`src/rtl/mem_arb_pkg.sv`:
```
// Shared types and constants for the unified instruction/data memory arbiter.
package mem_arb_pkg;

  localparam int unsigned DEF_AW = 32;
  localparam int unsigned DEF_DW = 32;

  typedef enum logic [1:0] {
    IDLE,
    ISSUE,
    RESP
  } state_t;

  localparam logic GNT_I = 1'b0;
  localparam logic GNT_D = 1'b1;

endpackage

```
`src/rtl/arb_grant.sv`:
```
// Combinational grant selection: data side has priority unless the fetch side
// has waited out a full D streak.
module arb_grant
  import mem_arb_pkg::*;
#(
  parameter int unsigned MAX_D_STREAK = 4
) (
  input  logic       ireq,
  input  logic       dreq,
  input  logic [3:0] streak,
  output logic       valid,
  output logic       gnt
);

  always_comb begin
    valid = ireq | dreq;
    gnt   = GNT_I;
    if (ireq && (streak == 4'(MAX_D_STREAK)))
      gnt = GNT_I;
    else if (dreq)
      gnt = GNT_D;
  end

endmodule

```
`src/rtl/mem_arbiter.sv`:
```
// Shares one registered-read memory port between fetch and data requesters;
// one access per three cycles (IDLE -> ISSUE -> RESP).
module mem_arbiter
  import mem_arb_pkg::*;
#(
  parameter int unsigned AW           = DEF_AW,
  parameter int unsigned DW           = DEF_DW,
  parameter int unsigned MAX_D_STREAK = 4
) (
  input  logic          Clk,
  input  logic          Rst,
  input  logic          IReq,
  input  logic [AW-1:0] IAddr,
  output logic          IReady,
  output logic [DW-1:0] IRdata,
  input  logic          DReq,
  input  logic          DWe,
  input  logic [AW-1:0] DAddr,
  input  logic [DW-1:0] DWdata,
  output logic          DReady,
  output logic [DW-1:0] DRdata,
  output logic          MemEn,
  output logic          MemWe,
  output logic [AW-1:0] MemAddr,
  output logic [DW-1:0] MemWdata,
  input  logic [DW-1:0] MemRdata
);

  state_t     state;
  logic [3:0] streak;
  logic       gnt_q;
  logic       we_q;
  logic       en_q;
  logic       mwe_q;
  logic       gnt_valid;
  logic       gnt;

  arb_grant #(.MAX_D_STREAK(MAX_D_STREAK)) u_grant (
    .ireq   (IReq),
    .dreq   (DReq),
    .streak (streak),
    .valid  (gnt_valid),
    .gnt    (gnt)
  );

  always_ff @(posedge Clk) begin
    if (!Rst) begin
      state    <= IDLE;
      streak   <= '0;
      gnt_q    <= GNT_I;
      we_q     <= 1'b0;
      en_q     <= 1'b0;
      mwe_q    <= 1'b0;
      MemAddr  <= '0;
      MemWdata <= '0;
      IReady   <= 1'b0;
      DReady   <= 1'b0;
    end else begin
      IReady <= 1'b0;
      DReady <= 1'b0;
      en_q   <= 1'b0;
      mwe_q  <= 1'b0;
      case (state)
        IDLE: begin
          if (gnt_valid) begin
            gnt_q    <= gnt;
            we_q     <= (gnt == GNT_D) && DWe;
            en_q     <= 1'b1;
            mwe_q    <= (gnt == GNT_D) && DWe;
            MemAddr  <= (gnt == GNT_D) ? DAddr : IAddr;
            MemWdata <= DWdata;
            if ((gnt == GNT_D) && IReq)
              streak <= streak + 4'd1;
            else
              streak <= '0;
            state <= ISSUE;
          end
        end
        ISSUE: begin
          IReady <= (gnt_q == GNT_I);
          DReady <= (gnt_q == GNT_D);
          state  <= RESP;
        end
        RESP:    state <= IDLE;
        default: state <= IDLE;
      endcase
    end
  end

  // Strobes are registered but gated by Rst so a reset in ISSUE kills the write
  // at the very edge the memory would have sampled it.
  assign MemEn  = en_q & Rst;
  assign MemWe  = mwe_q & Rst;

  // Registered-read data arrives during RESP, the same cycle as Ready.
  assign IRdata = IReady ? MemRdata : '0;
  assign DRdata = (DReady && !we_q) ? MemRdata : '0;

endmodule

```
`config.mk`:
```
export PLATFORM = sky130hd
export DESIGN_NAME = mem_arbiter
export DESIGN_NICKNAME = d
export VERILOG_FILES = /design/src/rtl/mem_arb_pkg.sv /design/src/rtl/arb_grant.sv /design/src/rtl/mem_arbiter.sv
export SDC_FILE = /design/constraint.sdc
export NUM_CORES = 1
export LEC_CHECK = 0
export CORE_ASPECT_RATIO = 1.25
export CORE_MARGIN = 2
export CORE_UTILIZATION = 33
export CTS_BUF_LIST = sky130_fd_sc_hd__clkbuf_8 sky130_fd_sc_hd__clkbuf_16
export CTS_CLUSTER_SIZE = 16
export DETAILED_ROUTE_END_ITERATION = 6
export GPL_TIMING_DRIVEN = 0
export HOLD_SLACK_MARGIN = 0.06
export PLACE_DENSITY = 0.8
export SYNTH_ARGS = -nofsm -noshare
export SYNTH_HDL_FRONTEND = slang
export SYNTH_HIERARCHICAL = 1
export SYNTH_SLANG_ARGS = --single-unit
```
`constraint.sdc`:
```
create_clock -name Clk -period 2.3 [get_ports Clk]
set_input_delay 0.46 -clock Clk [delete_from_list [all_inputs] [get_ports Clk]]
set_output_delay 0.46 -clock Clk [all_outputs]
set_load 0.1 [all_outputs]
```
# Yosys cells after proc, flatten, opt, wreduce, memory -nomap -nowiden
# Index checks and enable logic that the tools add are counted.
# totals
out_inout_bits	132
ff_bits	76
word_cells	37
input_bits	133
# classes
eq_ne	3
addsub	1
n_reduce_logical	10
bitwise	4
muxes	9
# op_table
op	count
$mux 32	3
$reduce_and 2->1	3
$add 4x1->4 const B	1
$eq 4x3->1 const B	1
$logic_and 1x1->1	4
$mux 4	1
$pmux 2 s2	1
$mux 1	3
$reduce_and 3->1	1
$and 1x1->1	2
$eq 2x1->1 const B	1
$logic_not 2->1	1
$mux 2	1
$ne 2x2->1 const B	1
$logic_not 1->1	1
$not 1->1	1
$or 1x1->1	1

# Longest topological paths before layout
# logic_depth
ltp_word	5
mapped_depth	6
ltp_nobuf	5

# Cells and area by module
# Netlist, hierarchy kept.
# by_module_without_submodules
module	n_inst	seq_area_each_um2	area_per_inst_um2	cells_each
mem_arbiter	1	1521.5	3330.7	401
arb_grant	1	0.0	22.5	3

# Least setup slack after synthesis
# OpenSTA, ideal clock, no wires.
# synth_timing
path_kind	register to output
startpoint	register DReady
endpoint	output port DRdata[10]
stages_incl_launch_ff	4
path_slack_ns	-0.392
t_required_ns	1.840
n_path_buf	1
arrival_time_ns	2.232
path_cell_list	dfxtp_1 nor2b_1 clkbuf_1 and2_1
# synth_via
elab_chain_len	2
# synth_lines
item	line_no	source
start: declaration	mem_arbiter.sv:20	output logic DReady,
start signal: assignment	mem_arbiter.sv:81	DReady <= (gnt_q == GNT_D);
$logic_and 1x1->1	mem_arbiter.sv:97	assign DRdata = (DReady && !we_q) ? MemRdata : '0;
$mux 32	mem_arbiter.sv:97	
end: declaration	mem_arbiter.sv:21	output logic [DW-1:0] DRdata,
# No other way between the ends.

# Worst setup path in the final report
# layout_timing
startpoint	register MemWdata[6]
endpoint	output port MemWdata[6]
# layout_lines
item	line_no	source
start: declaration	mem_arbiter.sv:25	output logic [DW-1:0] MemWdata,
start signal: assignment	mem_arbiter.sv:71	MemWdata <= DWdata;
# No word-level cell between the ends.

==> impl_metrics.ini <==
[run_status]
status = completed

[cts]
clk_latency_ns = 0.33
cts-root-buf = clkbuf_16
clockBufferDepth = 2
cts_tree = built
numCtsBuffers = 9
cts_max_level = 3
clk_pin_slew_ns = 0.06
cts_setup_buffers = 0
cts_sinks = 76

[timing]
period_minus_slack_ns = 2.28
setup_viol = 0
fin_crit_sh_pct = 99.2
finalMaxSlewViolations = 0
hold_violations = 0
whs_ns = 0.449
finClkSkew_ns = 0.00796
fmax_ghz = 0.438
tightest_slew_ns = 1.09
slew_headroom_pct = 27.4
rsz0062_at_grt = no

[setup_path]
crit_family = buffers and inverters
cp_num_buf_inv = 1
cp-start-kind = flip-flop
cp_max_fo = 2
worst-setup-path-type = reg2out
rrSetupSlack_ns = 0.55
cp.required_ns = 1.84
cp_data_arrival_time_ns = 1.82
end_kind = output pin
max_stage_delay_ns = 1.16
crit_chain = clkdlybuf4s50_1
timing.critical_path.slowest_stage_cell = clkdlybuf4s50_1

[die]
fp-row-count = 41
dieHeight_um = 117
die_area_um2 = 11000
pin_count = 265
die_x_um = 94.2
start_util_pct = 33.5
core_region_area_um2 = 10000

[placed_design]
place_area_um2 = 6240
dpl.cell_count = 797
port_buffers = 264
dp_hpwl_um = 10200
gp_congestion = 0.766

[global_routing]
grt_overflow = 0
antenna_found_initial = 0
grt_max_degree = 14
grt_pass1_wl_um = 18900
grt_usage_pct = 22.0
grt_pass1_vias = 3882

[synth]
ys_seq_elements = 76
yosys-top-cells-area = dfxtp_1, and2_1, mux2i_1
seq_area_frac_synth_pct = 45.4
synth.net_count = 538
synth_largest_area_cell = dfxtp_1
netlist_area_um2 = 3350
syn_inst = 404
synth_cell_types = 27
synth_top_area_share_pct = 45.4
ys.warnings.count = 6
avgSynthCellArea_um2 = 8.30

[drt]
ant_nets = 0
vias = 3862
wire_per_inst_um = 15.4
drc = 0
routed_wl_um = 12500
drtIter0Drc = 193
first_pass_iters = 4
vias_per_cell = 4.75

[worst_hold_path]
hold_class = reg2reg

[power_and_ir_drop]
pwr-share-clk_pct = 28.0
switching_power_mw = 1.94
p_int_mw = 2.72
ir_worst_vdd_uv = 412
sw_frac_of_total_pct = 41.6
p_total_mw = 4.65
powerDensity_nw_per_um2 = 733
p_comb_share_pct = 39.8
seq_power_share_pct = 32.2
power_leakage_nw = 3.08

[cells_and_area]
final_cells = 813
layout-drive-gt1-share_pct = 23.5
antenna-diode-count = 0
final_util_pct = 63.5
fin_area_um2 = 6350
nFillCells = 905
synthToLayoutAreaGrowth_pct = 89.3
mostFrequentLayoutCells = clkdlybuf4s50_1, dfxtp_1, nand2_1
final_common_cell = clkdlybuf4s50_1
nets = 813

[job]
drv_cap = 0
cells in the mapped netlist:
cell,number
dfxtp_1,76
nand2_1,72
and2_1,67
a21oi_1,36
nor2_1,35
a211oi_1,32
mux2i_1,32
clkbuf_1,28
buf_2,4
nand3_1,2
nand3b_1,2
nand4_1,2
nor3_1,2
a31o_2,1
a31oi_1,1
and3_1,1
buf_1,1
ha_1,1
inv_2,1
nor2b_1,1
nor3b_1,1
o21ai_0,1
o31a_1,1
or2_2,1
or3_1,1
or3b_1,1
or4_1,1
state kept, by name, summed over array words and instances, names as in the netlist:
name and flops:
en_q 1, gnt_q 1, DReady 1, streak 4
IReady 1, MemWdata 32, mwe_q 1, state 2
MemAddr 32, we_q 1
path summary, 6_finish.rpt:
check,from,end,depth (start not counted)
max,MemWdata[6]$_SDFFE_PN0P_,MemWdata[6],1
min,gnt_q$_SDFFE_PN0P_,IReady$_SDFF_PN0_,1
max reg2reg,streak[3]$_SDFFE_PN0P_,MemAddr[24]$_SDFFE_PN0P_,6
min reg2reg,gnt_q$_SDFFE_PN0P_,IReady$_SDFF_PN0_,1
metal layers:
layer	vias to the layer above	global-route usage, %	wire (um)
met5	-	0	0
met4	0	6.67	143
met3	13	7.55	1300
met2	192	44.3	6790
met1	1746	20.6	4290
li1	1911	-	-
logic make-up after synthesis:
family / count (synthesis) / synth area share [%]
and+or+nand+nor: 189 / 27.4
DFF: 76 / 45.4
AOI/OAI and AO/OA: 72 / 13.4
buffers and inverters: 34 / 3.96
muxes: 32 / 9.55
adders and majority gates: 1 / 0.373
final cells by class:
class / count / area (um2) / share of cell area, %
Buffer: 33 / 141 / 2.23
Clock buffer: 10 / 239 / 3.77
Clock inverter: 6 / 40.0 / 0.631
Inverter: 1 / 3.75 / 0.0591
Multi-Input combinational cell: 294 / 1780 / 28.0
Sequential cell: 76 / 1520 / 24.0
Tap cell: 129 / 161 / 2.54
Timing Repair Buffer: 264 / 2460 / 38.8
power by group through the flow:
stage                     clock, mW  combinational [mW]  sequential, mW
after floorplan                   0               0.494            2.32
after global placement            0                1.86            1.52
after detailed placement          0                1.88            1.53
after CTS                      1.33                1.87            1.50
after global routing           1.37                1.93            1.51
final                          1.30                1.85            1.50
metrics by stage:
stage	setup WS (ns)	setup TNS [ns]
2_1_floorplan	0.0994	0
3_3_place_gp	-0.562	-35.09
3_5_place_dp	-0.560	-40.51
4_1_cts	0.000655	0
5_1_grt	0.000188	0
6_report	0.0176	0
what timing repair did:
action,CTS,global route
pin swaps,0,0
endpoints found under the setup margin,77,135
hold buffers,0,0
resized for setup,285,116
cloned,0,0
(Power assumes the default switching activity.)
